### config.mk
export PLATFORM = sky130hd
export DESIGN_NAME = mult_div16
export DESIGN_NICKNAME = d
export VERILOG_FILES = /design/src/rtl/mips16_pkg.sv /design/src/rtl/neg_cond.sv /design/src/rtl/mult_div16.sv
export SDC_FILE = /design/constraint.sdc
export NUM_CORES = 1
export LEC_CHECK = 0
export BUFFER_PORTS_ARGS = -buffer_cell sky130_fd_sc_hd__buf_2
export CORE_MARGIN = 1.5
export CORE_UTILIZATION = 61
export DETAILED_ROUTE_END_ITERATION = 12
export PLACE_DENSITY_LB_ADDON = 0.08
export RECOVER_POWER = 25
export SLEW_MARGIN = 10
export SYNTH_ARGS = -nofsm -noshare
export SYNTH_HDL_FRONTEND = slang
export SYNTH_SLANG_ARGS = --single-unit
### constraint.sdc
create_clock -name clk -period 3.8 [get_ports clk]
set_clock_uncertainty 0.2 [all_clocks]
set_input_delay 0.19 -clock clk [delete_from_list [all_inputs] [get_ports clk]]
set_output_delay 0.19 -clock clk [all_outputs]
set_load 0.01 [all_outputs]
### src/rtl/mips16_pkg.sv
// Shared MIPS16 definitions: datapath width, mult/div op encodings and the
// mult/div sequencer state encoding.
package mips16_pkg;

   localparam int WIDTH = 16;
   localparam int CNT_W = 4;

   typedef enum logic [1:0] {
      MD_MULTU = 2'b00,
      MD_MULT  = 2'b01,
      MD_DIVU  = 2'b10,
      MD_DIV   = 2'b11
   } md_op_e;

   typedef enum logic [1:0] {
      IDLE = 2'b00,
      CALC = 2'b01,
      FIX  = 2'b10
   } md_state_e;

   function automatic logic md_is_signed(input logic [1:0] op);
      return op[0];
   endfunction

   function automatic logic md_is_div(input logic [1:0] op);
      return op[1];
   endfunction

endpackage

### src/rtl/neg_cond.sv
// Conditional two's-complement negate: y = neg ? -a : a.
module neg_cond #(
   parameter int W = 16
) (
   input  logic [W-1:0] a,
   input  logic         neg,
   output logic [W-1:0] y
);

   assign y = neg ? ({W{1'b0}} - a) : a;

endmodule

### src/rtl/mult_div16.sv
// Iterative 16-bit multiply/divide unit with private hi/lo registers.
// Works on magnitudes for 16 iterations, then fixes signs in one extra cycle.
//
// state | meaning
// IDLE  | waiting for start; done cycle also lives here
// CALC  | one shift-add (mult) or restoring-subtract (div) step per edge
// FIX   | apply result signs, write hi/lo, pulse done
module mult_div16 #(
   parameter int WIDTH = mips16_pkg::WIDTH,
   parameter int CNT_W = mips16_pkg::CNT_W
) (
   input  logic             clk,
   input  logic             rstN,
   input  logic             start,
   input  logic [1:0]       op,
   input  logic [WIDTH-1:0] rs,
   input  logic [WIDTH-1:0] rt,
   output logic             busy,
   output logic             done,
   output logic [WIDTH-1:0] hi,
   output logic [WIDTH-1:0] lo,
   output logic             divByZero
);
   import mips16_pkg::*;

   localparam logic [CNT_W-1:0] CNT_LAST = {CNT_W{1'b1}};
   localparam logic [CNT_W-1:0] CNT_ONE  = {{(CNT_W-1){1'b0}}, 1'b1};

   md_state_e          state_q, state_d;
   md_op_e             op_q, op_d;
   logic [WIDTH-1:0]   m_q, m_d;
   logic [WIDTH-1:0]   s_q, s_d;
   logic [WIDTH-1:0]   rs_q, rs_d;
   logic [2*WIDTH-1:0] acc_q, acc_d;
   logic [CNT_W-1:0]   cnt_q, cnt_d;
   logic               negq_q, negq_d;
   logic               negr_q, negr_d;
   logic               busy_q, busy_d;
   logic               done_q, done_d;
   logic               dbz_q, dbz_d;
   logic [WIDTH-1:0]   hi_q, hi_d;
   logic [WIDTH-1:0]   lo_q, lo_d;

   logic [WIDTH-1:0]   rs_abs, rt_abs;
   logic [2*WIDTH-1:0] prod_fix;
   logic [WIDTH-1:0]   quo_fix, rem_fix;
   logic [WIDTH:0]     mul_sum;
   logic [WIDTH:0]     div_trial;
   logic [WIDTH-1:0]   div_diff;
   logic               div_ge;
   logic               signed_op;

   assign signed_op = md_is_signed(op_q);

   neg_cond #(.W(WIDTH)) u_abs_rs (
      .a   (rs),
      .neg (md_is_signed(op) & rs[WIDTH-1]),
      .y   (rs_abs)
   );

   neg_cond #(.W(WIDTH)) u_abs_rt (
      .a   (rt),
      .neg (md_is_signed(op) & rt[WIDTH-1]),
      .y   (rt_abs)
   );

   neg_cond #(.W(2*WIDTH)) u_fix_prod (
      .a   (acc_q),
      .neg (signed_op & negq_q),
      .y   (prod_fix)
   );

   neg_cond #(.W(WIDTH)) u_fix_quo (
      .a   (acc_q[WIDTH-1:0]),
      .neg (signed_op & negq_q),
      .y   (quo_fix)
   );

   neg_cond #(.W(WIDTH)) u_fix_rem (
      .a   (acc_q[2*WIDTH-1:WIDTH]),
      .neg (signed_op & negr_q),
      .y   (rem_fix)
   );

   // Multiply: upper half accumulates, product shifts right one bit per step.
   // Divide: upper half is the partial remainder, lower half collects quotient.
   always_comb begin
      mul_sum   = {1'b0, acc_q[2*WIDTH-1:WIDTH]} +
                  {1'b0, (s_q[0] ? m_q : {WIDTH{1'b0}})};
      div_trial = {acc_q[2*WIDTH-1:WIDTH], s_q[WIDTH-1]};
      div_ge    = (div_trial >= {1'b0, m_q});
      div_diff  = div_trial[WIDTH-1:0] - m_q;
   end

   always_comb begin
      state_d = state_q;
      op_d    = op_q;
      m_d     = m_q;
      s_d     = s_q;
      rs_d    = rs_q;
      acc_d   = acc_q;
      cnt_d   = cnt_q;
      negq_d  = negq_q;
      negr_d  = negr_q;
      busy_d  = busy_q;
      done_d  = 1'b0;
      dbz_d   = 1'b0;
      hi_d    = hi_q;
      lo_d    = lo_q;

      case (state_q)
         IDLE: begin
            if (start) begin
               op_d    = md_op_e'(op);
               m_d     = md_is_div(op) ? rt_abs : rs_abs;
               s_d     = md_is_div(op) ? rs_abs : rt_abs;
               rs_d    = rs;
               negq_d  = rs[WIDTH-1] ^ rt[WIDTH-1];
               negr_d  = rs[WIDTH-1];
               acc_d   = '0;
               cnt_d   = '0;
               busy_d  = 1'b1;
               state_d = CALC;
            end
         end

         CALC: begin
            if (md_is_div(op_q)) begin
               acc_d = {(div_ge ? div_diff : div_trial[WIDTH-1:0]),
                        acc_q[WIDTH-2:0], div_ge};
               s_d   = {s_q[WIDTH-2:0], 1'b0};
            end else begin
               acc_d = {mul_sum, acc_q[WIDTH-1:1]};
               s_d   = {1'b0, s_q[WIDTH-1:1]};
            end
            cnt_d = cnt_q + CNT_ONE;
            if (cnt_q == CNT_LAST) begin
               state_d = FIX;
            end
         end

         FIX: begin
            if (md_is_div(op_q) && (m_q == '0)) begin
               hi_d  = rs_q;
               lo_d  = {WIDTH{1'b1}};
               dbz_d = 1'b1;
            end else if (md_is_div(op_q)) begin
               hi_d = rem_fix;
               lo_d = quo_fix;
            end else begin
               hi_d = prod_fix[2*WIDTH-1:WIDTH];
               lo_d = prod_fix[WIDTH-1:0];
            end
            done_d  = 1'b1;
            busy_d  = 1'b0;
            state_d = IDLE;
         end

         default: begin
            state_d = IDLE;
            busy_d  = 1'b0;
         end
      endcase
   end

   always_ff @(posedge clk or negedge rstN) begin
      if (!rstN) begin
         state_q <= IDLE;
         op_q    <= MD_MULTU;
         m_q     <= '0;
         s_q     <= '0;
         rs_q    <= '0;
         acc_q   <= '0;
         cnt_q   <= '0;
         negq_q  <= 1'b0;
         negr_q  <= 1'b0;
         busy_q  <= 1'b0;
         done_q  <= 1'b0;
         dbz_q   <= 1'b0;
         hi_q    <= '0;
         lo_q    <= '0;
      end else begin
         state_q <= state_d;
         op_q    <= op_d;
         m_q     <= m_d;
         s_q     <= s_d;
         rs_q    <= rs_d;
         acc_q   <= acc_d;
         cnt_q   <= cnt_d;
         negq_q  <= negq_d;
         negr_q  <= negr_d;
         busy_q  <= busy_d;
         done_q  <= done_d;
         dbz_q   <= dbz_d;
         hi_q    <= hi_d;
         lo_q    <= lo_d;
      end
   end

   assign busy      = busy_q;
   assign done      = done_q;
   assign divByZero = dbz_q;
   assign hi        = hi_q;
   assign lo        = lo_q;

endmodule

==> summary.txt <==
Cells and area
  • Diodes inserted: 0
  • Share of cells above drive strength 1: 11.0%
  • Fill cells: 1182
  • Nets@finish: 1227
  • P&R area growth vs syn: 14.3%
  • Core Util, Final: 70.9%

STA
  • Max Clock Freq: 304 MHz
  • Final Worst Setup Slack: 0.512 ns
  • Worst slew pin tran: 1.42 ns
  • Worst hold margin: 0.0117 ns
  • Unrepaired setup endpoints after global routing: no
  • Hold Vio Cnt, Final: 0
  • Period minus WS final: 3.29 ns
  • Setup Viol. Count Final: 0
  • Post-route setup TNS: 0 ns
  • Slew HR: 5.63%
  • Max-slew violation count: 0
  • Period utilization: 86.5%

Yosys
  • Leading area contributor after synthesis: dfrtp_1
  • Area share of the largest cell type after synthesis: 34.7%
  • Sequential element share of the synthesized area: 34.7%
  • Cells after Synth: 1087
  • Library cells used by synthesis: 73
  • Ys async rst share: 100%
  • Top cells by area, synth: dfrtp_1 35%, nand2_1 5.7%, a21oi_1 5.2%, o21ai_0 5.2%, ha_1 5.2%
  • Average cell area after synthesis: 8.23 sq um
  • Top_reg_cell synth: dfrtp_1
  • Post-synth EDFFs: 0
  • Synth Register Bits: 124
  • Post-synthesis cell area: 8950 sq um
  • Yosys synthesis warning count: 0
  • Net Count, Synth: 1163

Placed design
  • DP HPWL: 18800 um
  • Buffers on Ports: 71
  • Place WS: 0.554 ns
  • Routability cong.: 1.03

Worst setup path
  • Worst EP arrival: 3.42 ns
  • Crit. End Element: flip-flop
  • Startpoint Class: flip-flop
  • Worst R2R Path Depth: 7
  • Worst EP required: 3.93 ns
  • Crit Path Max Fanout: 21
  • Crit Path Class: flip-flop to flip-flop

Clock network
  • Worst-skew pair later-pin latency: 0.43 ns
  • CTS tree: built
  • Count of clock tree sinks: 124
  • Post-CTS Resized: 0
  • Clock root buffer: clkbuf_16
  • Total clock buffers created by CTS: 17
  • Post-CTS setup buffer count: 0
  • Deepest clock path buffer count: 2
  • Htree depth: 4
  • Hold-fix buffers, CTS: 20
  • Clock transition at path regs: 0.06 ns

GRT
  • First-pass GRT wire length: 41600 um
  • Largest net degree at the start of global routing: 56
  • Vias in the first global route: 7721
  • Global Route Usage Sum: 35.7%
  • Initial antenna violation count: 0
  • Total grt overflow: 0

Run
  • Max Cap Viol: 0

Route
  • Drt initial violations: 630
  • Vias: 8358
  • Post-DRT Antenna Nets: 0
  • Vias per cell: 6.20
  • Post-route DRC: 0
  • Final WL: 26500 um
  • Detailed Routing Iterations Pass 1: 6
  • WL per Instance: 19.7 um

Power
  • PwrDens: 980 nW/um^2
  • Leak: 0.00457 uW
  • VDD IR max: 0.470 mV

Die
  • Initial core utilization: 62.1%
  • Core area: 14400 sq um
  • Die ar.: 15400 sq um
  • Row count: 44
  • Die width: 124 um
  • Io pins: 72
  • Die extent in y: 124 um

Status
  • Outcome: finished, final reports clean

Worst hold path
  • Hold path cells: 5
  • Worst hold-check path type: input pin to flip-flop
[state kept, by name (all words and copies together) (netlist names)]
name and cells:
acc_q 32, hi 16, lo 16, m_q 16, rs_q 16, s_q 16, cnt_q 4, op_q 2
state_q 2, busy 1, divByZero 1, done 1, negq_q 1
[cell usage in the layout, fill, tap and decap left out, types with 21 or more instances in the layout]
master / netlist / routed
nand2_1: 135 / 134
a21oi_1: 93 / 93
and2_1: 27 / 27
nand3_1: 21 / 21
buf_2: 4 / 52
dfrtp_1: 124 / 123
ha_1: 37 / 37
xnor2_1: 40 / 40
mux2i_1: 41 / 41
xor2_1: 37 / 37
inv_1: 41 / 41
o21ai_0: 93 / 93
nor2_1: 98 / 98
a211oi_1: 21 / 21
[routing by layer]
| metal | global-route usage (%) | routed length [um] | vias up |
|---|---|---|---|
| met4 | 12.4 | 764 | 0 |
| met3 | 7.23 | 2080 | 44 |
| li1 | - | - | 4013 |
| met5 | 0 | 0 | - |
| met1 | 49.1 | 11400 | 3957 |
| met2 | 56.1 | 12300 | 344 |
[final timing paths]
check	startpoint	end	slack, ns
max	acc_q[21]	acc_q[16]	0.51
min	rt[9]	s_q[9]	0.01
max reg2reg	acc_q[21]	acc_q[16]	0.51
min reg2reg	lo[2]	lo[2]	0.27
max in group asynchronous	rstN	rs_q[5]	1.86
min in group asynchronous	rstN	cnt_q[2]	0.44
[layout make-up]
| type | count | area, sq um | area share, % |
|---|---|---|---|
| Clock buffer | 19 | 433 | 4.23 |
| Clock inverter | 13 | 191 | 1.87 |
| Inverter | 42 | 158 | 1.54 |
| Multi-Input combinational cell | 856 | 5440 | 53.1 |
| Sequential cell | 124 | 3100 | 30.3 |
| Tap cell | 184 | 230 | 2.25 |
| Timing Repair Buffer | 110 | 676 | 6.61 |
[cells by family (layout without fill, tap and decap cells)]
kind of cell | count (synthesis) | count (layout) | synth area share (%)
buffers and inverters | 107 | 184 | 4.75
flip-flops | 124 | 124 | 34.7
multiplexers | 47 | 47 | 5.34
adder cells (fa/ha/maj) | 39 | 39 | 5.62
XOR/XNOR | 77 | 77 | 7.53
AO/OA/AOI/OAI | 315 | 315 | 22.1
AND/OR/NAND/NOR | 378 | 378 | 20.0
[cells in the mapped netlist, types with 9 or more instances]
cell	n
ha_1	37
mux2i_1	41
nor3_1	17
xor2_1	37
a21o_1	13
xnor2_1	40
and3_1	18
nor2_1	98
nand2b_1	15
nand3_1	21
a21oi_1	93
nor4_1	11
a211oi_1	21
inv_1	41
and2_1	27
a31oi_1	12
o21ai_0	93
clkbuf_1	51
o31ai_1	9
o211ai_1	13
nand2_1	135
dfrtp_1	124
[worst max-delay path, cell delays in order (launching register included)]
cell and delay, ns:
dfrtp_1 0.49, ha_1 0.48, nand4_2 0.17, or4_1 0.60, nor2b_4 0.16, a31oi_4 0.52, mux2_2 0.42, o221ai_1 0.14
[power by group]
group          switching [uW]  internal, uW
sequential                682          1890
clock                     632          1100
combinational            3420          2300
[through the flow]
step / cells / instance area (sq um) / total power [uW]
global placement: 1296 / 9430 / 8060
CTS: 1348 / 10300 / 9910
floorplan: 1087 / 8950 / 6610
detailed placement: 1296 / 9430 / 8110
global route: 1348 / 10200 / 10700
finish: 1348 / 10200 / 10000
Power figures use the tool's default switching activity.
